[src/rtl/conv_pkg.sv]
// Shared constants for the 3x3 window feeder: default pixel width, FSM
// state encodings and window element indexing.
package conv_pkg;

    localparam int PIX_W_DEF = 8;

    localparam logic [1:0] ST_IDLE   = 2'd0;
    localparam logic [1:0] ST_KLOAD  = 2'd1;
    localparam logic [1:0] ST_STREAM = 2'd2;
    localparam logic [1:0] ST_DONE   = 2'd3;

    localparam int WIN_N    = 9;
    localparam int WIN_COLS = 3;
    localparam int WIN_TL   = 0;
    localparam int WIN_CUR  = 8;

    // Element index of window position (row, col), row 0 = oldest line.
    function automatic int win_idx(input int row, input int col);
        return row * WIN_COLS + col;
    endfunction

endpackage

[src/rtl/conv_line_buffer.sv]
// One image line of delay: DEPTH-deep, WIDTH-wide shift register that
// advances only when en is high.
module conv_line_buffer #(
    parameter int DEPTH = 28,
    parameter int WIDTH = 8
) (
    input  logic             clk,
    input  logic             rst_n,
    input  logic             en,
    input  logic [WIDTH-1:0] din,
    output logic [WIDTH-1:0] dout
);

    logic [WIDTH-1:0] mem_q [DEPTH];
    logic [WIDTH-1:0] mem_d [DEPTH];

    // Next-state of the shift line.
    always_comb begin
        mem_d = mem_q;
        if (en) begin
            mem_d[0] = din;
            for (int i = 1; i < DEPTH; i++) begin
                mem_d[i] = mem_q[i-1];
            end
        end else begin
            mem_d = mem_q;
        end
    end

    // Storage update.
    always_ff @(posedge clk or negedge rst_n) begin
        if (!rst_n) begin
            for (int i = 0; i < DEPTH; i++) begin
                mem_q[i] <= {WIDTH{1'b0}};
            end
        end else begin
            mem_q <= mem_d;
        end
    end

    assign dout = mem_q[DEPTH-1];

endmodule

[src/rtl/conv_window_feeder.sv]
// Raster pixel stream to 3x3 sliding windows plus serially loaded kernel.
// Define CONV_FEEDER_WINCOUNT_EN to add the win_count output.
module conv_window_feeder
    import conv_pkg::*;
#(
    parameter int IMG_W = 28,
    parameter int IMG_H = 28,
    parameter int PIX_W = PIX_W_DEF
) (
    input  logic               clk,
    input  logic               rst_n,
    input  logic               start,
    input  logic [PIX_W-1:0]   ker_in,
    input  logic               ker_valid,
    output logic               ker_ready,
    input  logic [PIX_W-1:0]   pix_in,
    input  logic               pix_valid,
    output logic               pix_ready,
    output logic [9*PIX_W-1:0] win_out,
    output logic [9*PIX_W-1:0] ker_out,
    output logic               conv_enable,
    output logic               frame_done,
`ifdef CONV_FEEDER_WINCOUNT_EN
    output logic [15:0]        win_count,
`endif
    output logic               busy
);

    localparam int CW = $clog2(IMG_W);
    localparam int RW = $clog2(IMG_H);

    logic [1:0]           state_q, state_d;
    logic [CW-1:0]        col_q, col_d;
    logic [RW-1:0]        row_q, row_d;
    logic [3:0]           kidx_q, kidx_d;
    logic [9*PIX_W-1:0]   ker_q, ker_d;
    logic [9*PIX_W-1:0]   sa_q, sa_d;
    logic [9*PIX_W-1:0]   win_q, win_d;
    logic                 conv_enable_q, conv_enable_d;
    logic                 frame_done_q, frame_done_d;
    logic                 ker_ready_q, pix_ready_q, busy_q;

    logic                 pix_acc_s;
    logic [PIX_W-1:0]     l1_out_s, l2_out_s;
    logic [PIX_W-1:0]     new_col_s [3];

    assign pix_acc_s    = pix_valid && (state_q == ST_STREAM);
    assign new_col_s[0] = l2_out_s;
    assign new_col_s[1] = l1_out_s;
    assign new_col_s[2] = pix_in;

    conv_line_buffer #(.DEPTH(IMG_W), .WIDTH(PIX_W)) u_line1 (
        .clk   (clk),
        .rst_n (rst_n),
        .en    (pix_acc_s),
        .din   (pix_in),
        .dout  (l1_out_s)
    );

    // The pixel displaced from line 1 becomes the line-2 input.
    conv_line_buffer #(.DEPTH(IMG_W), .WIDTH(PIX_W)) u_line2 (
        .clk   (clk),
        .rst_n (rst_n),
        .en    (pix_acc_s),
        .din   (l1_out_s),
        .dout  (l2_out_s)
    );

    // FSM, counters, kernel capture and window shift array.
    always_comb begin
        state_d       = state_q;
        col_d         = col_q;
        row_d         = row_q;
        kidx_d        = kidx_q;
        ker_d         = ker_q;
        sa_d          = sa_q;
        win_d         = win_q;
        conv_enable_d = 1'b0;
        frame_done_d  = 1'b0;
        case (state_q)
            ST_IDLE: begin
                if (start) begin
                    state_d = ST_KLOAD;
                    col_d   = '0;
                    row_d   = '0;
                    kidx_d  = 4'd0;
                end else begin
                    state_d = ST_IDLE;
                end
            end
            ST_KLOAD: begin
                if (ker_valid) begin
                    ker_d[PIX_W*kidx_q +: PIX_W] = ker_in;
                    if (kidx_q == 4'd8) begin
                        state_d = ST_STREAM;
                        kidx_d  = 4'd0;
                    end else begin
                        kidx_d  = kidx_q + 4'd1;
                    end
                end else begin
                    kidx_d = kidx_q;
                end
            end
            ST_STREAM: begin
                if (pix_valid) begin
                    for (int i = 0; i < 3; i++) begin
                        sa_d[PIX_W*win_idx(i, 0) +: PIX_W] = sa_q[PIX_W*win_idx(i, 1) +: PIX_W];
                        sa_d[PIX_W*win_idx(i, 1) +: PIX_W] = sa_q[PIX_W*win_idx(i, 2) +: PIX_W];
                        sa_d[PIX_W*win_idx(i, 2) +: PIX_W] = new_col_s[i];
                    end
                    // Columns 0 and 1 would mix pixels from the previous row.
                    if ((row_q >= RW'(2)) && (col_q >= CW'(2))) begin
                        win_d         = sa_d;
                        conv_enable_d = 1'b1;
                    end else begin
                        win_d = win_q;
                    end
                    if (col_q == CW'(IMG_W-1)) begin
                        col_d = '0;
                        if (row_q == RW'(IMG_H-1)) begin
                            row_d        = '0;
                            state_d      = ST_DONE;
                            frame_done_d = 1'b1;
                        end else begin
                            row_d = row_q + RW'(1);
                        end
                    end else begin
                        col_d = col_q + CW'(1);
                    end
                end else begin
                    sa_d = sa_q;
                end
            end
            ST_DONE: begin
                state_d = ST_IDLE;
            end
            default: begin
                state_d = ST_IDLE;
            end
        endcase
    end

    // State and output registers; handshake flags are decoded from the next state.
    always_ff @(posedge clk or negedge rst_n) begin
        if (!rst_n) begin
            state_q       <= ST_IDLE;
            col_q         <= '0;
            row_q         <= '0;
            kidx_q        <= 4'd0;
            ker_q         <= '0;
            sa_q          <= '0;
            win_q         <= '0;
            conv_enable_q <= 1'b0;
            frame_done_q  <= 1'b0;
            ker_ready_q   <= 1'b0;
            pix_ready_q   <= 1'b0;
            busy_q        <= 1'b0;
        end else begin
            state_q       <= state_d;
            col_q         <= col_d;
            row_q         <= row_d;
            kidx_q        <= kidx_d;
            ker_q         <= ker_d;
            sa_q          <= sa_d;
            win_q         <= win_d;
            conv_enable_q <= conv_enable_d;
            frame_done_q  <= frame_done_d;
            ker_ready_q   <= (state_d == ST_KLOAD);
            pix_ready_q   <= (state_d == ST_STREAM);
            busy_q        <= (state_d != ST_IDLE);
        end
    end

`ifdef CONV_FEEDER_WINCOUNT_EN
    logic [15:0] win_count_q, win_count_d;

    // Window tally; survives IDLE so the total can be read after the frame.
    always_comb begin
        if ((state_q == ST_IDLE) && start) begin
            win_count_d = 16'd0;
        end else if (conv_enable_q) begin
            win_count_d = win_count_q + 16'd1;
        end else begin
            win_count_d = win_count_q;
        end
    end

    // Window tally register.
    always_ff @(posedge clk or negedge rst_n) begin
        if (!rst_n) begin
            win_count_q <= 16'd0;
        end else begin
            win_count_q <= win_count_d;
        end
    end

    assign win_count = win_count_q;
`endif

    assign win_out     = win_q;
    assign ker_out     = ker_q;
    assign conv_enable = conv_enable_q;
    assign frame_done  = frame_done_q;
    assign ker_ready   = ker_ready_q;
    assign pix_ready   = pix_ready_q;
    assign busy        = busy_q;

endmodule

[config.mk]
export PLATFORM = sky130hd
export DESIGN_NAME = conv_window_feeder
export DESIGN_NICKNAME = d
export VERILOG_FILES = /design/src/rtl/conv_pkg.sv /design/src/rtl/conv_line_buffer.sv /design/src/rtl/conv_window_feeder.sv
export SDC_FILE = /design/constraint.sdc
export NUM_CORES = 1
export LEC_CHECK = 0
export ABC_AREA = 1
export BUFFER_PORTS_ARGS = -buffer_cell sky130_fd_sc_hd__buf_4
export CELL_PAD_IN_SITES_DETAIL_PLACEMENT = 1
export CELL_PAD_IN_SITES_GLOBAL_PLACEMENT = 1
export CORE_ASPECT_RATIO = 1.25
export CORE_MARGIN = 2
export CORE_UTILIZATION = 42
export DETAILED_ROUTE_END_ITERATION = 12
export GPL_TIMING_DRIVEN = 0
export HOLD_SLACK_MARGIN = 0.02
export PLACE_DENSITY_LB_ADDON = 0.1
export SYNTH_ARGS = -nofsm -noshare
export SYNTH_HDL_FRONTEND = slang
export SYNTH_SLANG_ARGS = --single-unit
export TNS_END_PERCENT = 100
[constraint.sdc]
create_clock -name clk -period 2.03 [get_ports clk]
set_clock_uncertainty 0.05 [all_clocks]
set_input_delay 0.406 -clock clk [delete_from_list [all_inputs] [get_ports clk]]
set_output_delay 0.406 -clock clk [all_outputs]
set_load 0.01 [all_outputs]
# [After elaboration in Yosys (flattened, before gate mapping)]
# Index checks and enable logic that the tools add are counted.
# Widths: inputs -> output; s select.
[op_classes] mux=27 shift=2 addsub=4 eq_ne=12 reduce_logical=12 order_cmp=2
[ops] op="$bwmux 72" count=1
[ops] op="$shift 8x34->72 const A" count=1
[ops] op="$shiftx 8x34->72" count=1
[ops] op="$neg 7->34" count=1
[ops] op="$mux 5" count=6
[ops] op="$pmux 5 s2" count=2
[ops] op="$mux 4" count=3
[ops] op="$add 5x1->5 const B" count=2
[ops] op="$eq 5x5->1 const B" count=2
[ops] op="$ge 5x2->1 const B" count=2
[ops] op="$mux 2" count=5
[ops] op="$reduce_and 3->1" count=3
[ops] op="$mux 1" count=8
[ops] op="$pmux 2 s4" count=1
[ops] op="$pmux 4 s2" count=1
[ops] op="$eq 2x2->1 const B" count=3
[ops] op="$ne 2x2->1 const B" count=3
[ops] op="$reduce_bool 2->1" count=3
[ops] op="$add 4x1->4 const B" count=1
[ops] op="$eq 2x1->1 const B" count=2
[ops] op="$eq 4x4->1 const B" count=1
[ops] op="$reduce_and 2->1" count=2
[ops] op="$reduce_and 4->1" count=1
[ops] op="$logic_and 1x1->1" count=2
[ops] op="2 further kinds" count=2
[word_totals] word_cells=127 output_inout_bits=149 register_bits=685 input_bits=21

# [Logic depth before layout (Yosys ltp)]
[logic_depth] word_depth=6 depth_mapped=11 depth_no_buf=11

# [Cells and area by module]
# A second synthesis with hierarchy kept.
[unflattened] hier_cells=2925 area_unflattened_um2=26162.6
[modules_own_cells] module="conv_line_buffer" cells_per_inst=954 seq_area_each_um2=5605.4 instances=2 area_per_inst_um2=8580.7
[modules_own_cells] module="conv_window_feeder" cells_per_inst=1017 seq_area_each_um2=5330.1 instances=1 area_per_inst_um2=9001.1

# [Least setup slack after synthesis]
# Ideal clock, no wire load.
[synth_timing] path_type="reg2reg" start="register kidx_q[0]" end="register ker_q[60] (netlist: ker_out[60])" path_slack_ns=-0.116 path_stages_with_launch=11 t_arrival_ns=1.975 period_less_slack_ns=2.146 path_cell_list="dfrtp_1 buf_2 buf_2 nor3_1 ha_1 nand4_1 a21oi_2 nand2_1 buf_2 nand2_1 o21ai_1"
[synth_via] elab_chain_cells=3
[synth_rtl] element="start, declared" line="conv_window_feeder.sv:35" source="logic [3:0] kidx_q, kidx_d;"
[synth_rtl] element="start signal, assigned" line="conv_window_feeder.sv:162" source="kidx_q <= kidx_d;"
[synth_rtl] element="$neg 7->34 (*)" line="conv_window_feeder.sv:93" source="ker_d[PIX_W*kidx_q +: PIX_W] = ker_in;"
[synth_rtl] element="$shiftx 8x34->72 or $shift 8x34->72 (tied branches)" line="conv_window_feeder.sv:93"
[synth_rtl] element="$bwmux 72 (*)" line="conv_window_feeder.sv:93"
[synth_rtl] element="end signal, assigned" line="conv_window_feeder.sv:163" source="ker_q <= ker_d;"
[synth_rtl] element="end, declared" line="conv_window_feeder.sv:36" source="logic [9*PIX_W-1:0] ker_q, ker_d;"
# Mark *: on every way between the ends. The rest lies on a longest branch, timed or not.
# A chain may end at the register's enable or synchronous reset.

# [Worst setup path after layout]
[layout_timing] start="register kidx_q[0]" end="register ker_q[6] (netlist: ker_out[6])"
# Same word-level chain as after synthesis.

==> impl_metrics.csv <==
group,metric,value,unit
global_routing,grt_overflow,0,
layout,nFillCells,6613,
critical_path,critPathMaxFanout,8,
layout,antenna_cells,0,
run_status,status,"complete, but fails checks",
floorplanning,io_pins,170,
synthesis,synth_cell_types,34,
clock_tree,cts_sinks,629,
critical_path,cp_data_arrival_time,2.54,ns
timing,hold_violations,79,
layout,layout_common_cells,"nand2_1 (783), dfrtp_1 (628), o21ai_0 (479)",
pwr,total_power,38000,µW
floorplanning,core_area,58100,µm²
detailed_routing,firstDrtPassIters,5,
detailed_routing,vias_per_cell,5.02,
pwr,powerDensity,1280,nW/µm²
timing,rsz0062_at_grt,"yes",
clock_tree,cts.hold.buffers_added,8,
placement,dp_slack,-0.576,ns
global_routing,grt_pass1_wl,108000,µm
floorplanning,die-width,220,µm
global_routing,grt_max_degree,121,
placement,place_hpwl,46400,µm
timing,setup_viol,1,
critical_path,cpPeakStageDelay,0.42,ns
timing,slew_viol_final,0,
timing,setup_slack,-0.00409,ns
pwr,power_leakage,0.0148,µW
timing,period_minus_slack,2.03,ns
floorplanning,rows,99,
clock_tree,clk_pin_slew_worst_paths,0.06,ns
detailed_routing,vias,18500,
layout,final-seq-area,15700,µm²
timing,fmax,492,MHz
synthesis,synth_nets,2648,
timing,worst_slew_pin_slew,0.677,ns
placement,place_congestion,0.807,
worst_hold_path,hold_class,"input port to async pin",
critical_path,endpoint_kind,"register",
layout,final_nets,2911,
timing,timing.hold.ws,-0.276,ns
job,cap_violations,0,
synthesis,avgSynthCellArea,9.36,µm²
clock_tree,h-tree-depth,2,
critical_path,critPathRequiredTime,2.54,ns
timing,worst_slew_margin_rel,54.9,%
layout,multi_input_area,7320,µm²
floorplanning,die-height,274,µm
floorplanning,start_util,42.2,%
clock_tree,cts_tree,"yes",
layout,mostFrequentLayoutCell,"nand2_1",
run_status,violations,"hold timing, setup timing",
synthesis,ys_ff_latch,629,
critical_path,worstPathCellList,"buf_6 -> nor3_4 -> ha_4 -> buf_6 -> nor2_4 -> inv_1 -> nor2_1 -> nand2_1 -> nor2_4 -> nand3_2 -> nand2_1",
synthesis,synth_area,24500,µm²
floorplanning,dieArea,60300,µm²
synthesis,syn_inst,2620,
detailed_routing,drc_errors,0,
layout,area_growth,21.5,%
timing,fin_crit_sh,100,%
critical_path,start_kind,"register",
detailed_routing,drt-total-wl,66500,µm
global_routing,grt_pass1_vias,20300,
synthesis,yosys_warnings,0,
critical_path,reg2reg_depth,11,
clock_tree,clk_latency,0.64,ns
pwr,peakVddDrop,0.000706,V
critical_path,worstSetupPathType,"register to register",
clock_tree,root_buffer,"clkbuf_16",
global_routing,grt_use_total,22.6,%
detailed_routing,routedWlPerCell,18.0,µm
detailed_routing,drtIter0Drc,1103,
critical_path,cpMaxStageDelayCell,"dfrtp_1",
detailed_routing,ant_nets,0,
clock_tree,cts_made_buffers,61,
clock_tree,cts.path.max_buffers,3,
synthesis,yosysSeqAreaShare,64.2,%
layout,drive_above_1_share,18.3,%
placement,port_buffers,169,
global_routing,antenna_found_initial,0,
-- timing repair --
| item | 4_1_cts | 5_1_grt |
|---|---|---|
| buffers inserted | 7 | 10 |
| endpoints found under the setup margin | 153 | 252 |
| pin swaps | 11 | 33 |
| endpoints found under the hold margin | 95 | 79 |
| resized for setup | 42 | 130 |
| cloned | 0 | 2 |
-- worst paths after layout --
kind / from / endpoint / slack, ns
min: rst_n / win_out[64]$_DFFE_PN0P_ / -0.28
min reg2reg: ker_out[44]$_DFFE_PN0P_ / ker_out[44]$_DFFE_PN0P_ / 0.42
max in group asynchronous: rst_n / u_line1.mem_q[115]$_DFFE_PN0P_ / 0.64
min in group clk: ker_valid / ker_ready$_DFF_PN0_ / 0.06
max: kidx_q[0]$_DFFE_PN0P_ / ker_out[6]$_DFFE_PN0P_ / -0.004
max reg2reg: kidx_q[0]$_DFFE_PN0P_ / ker_out[6]$_DFFE_PN0P_ / -0.004
-- metal layers --
layer | wire length [µm] | GRT usage (%) | share of wire (%)
met5 | 0 | 0 | 0
met4 | 2100 | 7.42 | 3.1
met3 | 2080 | 3.32 | 3.1
met2 | 33700 | 39.9 | 51
met1 | 28600 | 28.3 | 43
-- flip-flops by register name, summed over array words and instances, names as in the netlist, 5 cells and up --
signal,flops
sa_q,64
u_line2.dout,8
col_q,5
ker_out,72
u_line2.mem_q,192
row_q,5
u_line1.dout,8
u_line1.mem_q,192
win_out,72
-- stage by stage --
stage	cell area [µm²]	cells	utilization, %	TNS, ns
2_1_floorplan	24500	2620	-	-0.112
3_3_place_gp	26800	3546	46.1	-3975.40
3_5_place_dp	26900	3551	46.3	-38.24
4_1_cts	29400	3680	50.6	0
5_1_grt	29800	3692	51.3	-4.27
6_report	29800	3692	51.3	-0.00409
-- area by class of cell --
cell class	instances	share of cell area, %
buffer	136	2.79
clock buffer	86	6.22
clock inverter	29	1.12
inverter	283	3.60
multi-input combinational	1571	24.6
sequential	629	52.9
tap	757	3.18
timing repair buffer	201	5.63
-- cell usage after synthesis (all sizes together) --
cell type,count,area share [%]
o31ai,1,0.031
clkbuf,41,0.67
inv,281,4.3
o22ai,3,0.077
nor2,84,1.7
clkinv,2,0.041
buf,96,2.3
or2,3,0.077
o21ai,541,11
nand3,63,1.4
nand2,833,13
dfrtp,629,64
xor2,3,0.11
nand4,12,0.38
nor3,16,0.33
ha,7,0.36
xnor2,1,0.036
a21oi,4,0.14
-- power by group --
| part | switching (µW) | total [µW] | internal, µW |
|---|---|---|---|
| Combinational | 5310 | 8140 | 2840 |
| Clock | 5070 | 12200 | 7120 |
| Sequential | 1680 | 17700 | 16000 |
| Total | 12100 | 38000 | 26000 |
-- worst max-delay path: cells and delay by family (launching register included) --
family / cells / cell delay [ns]
and+or+nand+nor: 7 / 0.94
DFF: 1 / 0.42
buffers and inverters: 3 / 0.31
adders and majority gates: 1 / 0.25
-- cells by family after synthesis --
kind of cell / Yosys count / share of synthesized area [%]
AND/OR/NAND/NOR: 1011 / 16.7
XOR/XNOR: 4 / 0.143
AO/OA/AOI/OAI: 549 / 11.3
flip-flops: 629 / 64.2
adder cells (fa/ha/maj): 7 / 0.357
buffers and inverters: 420 / 7.28
Power figures use the tool's default switching activity.
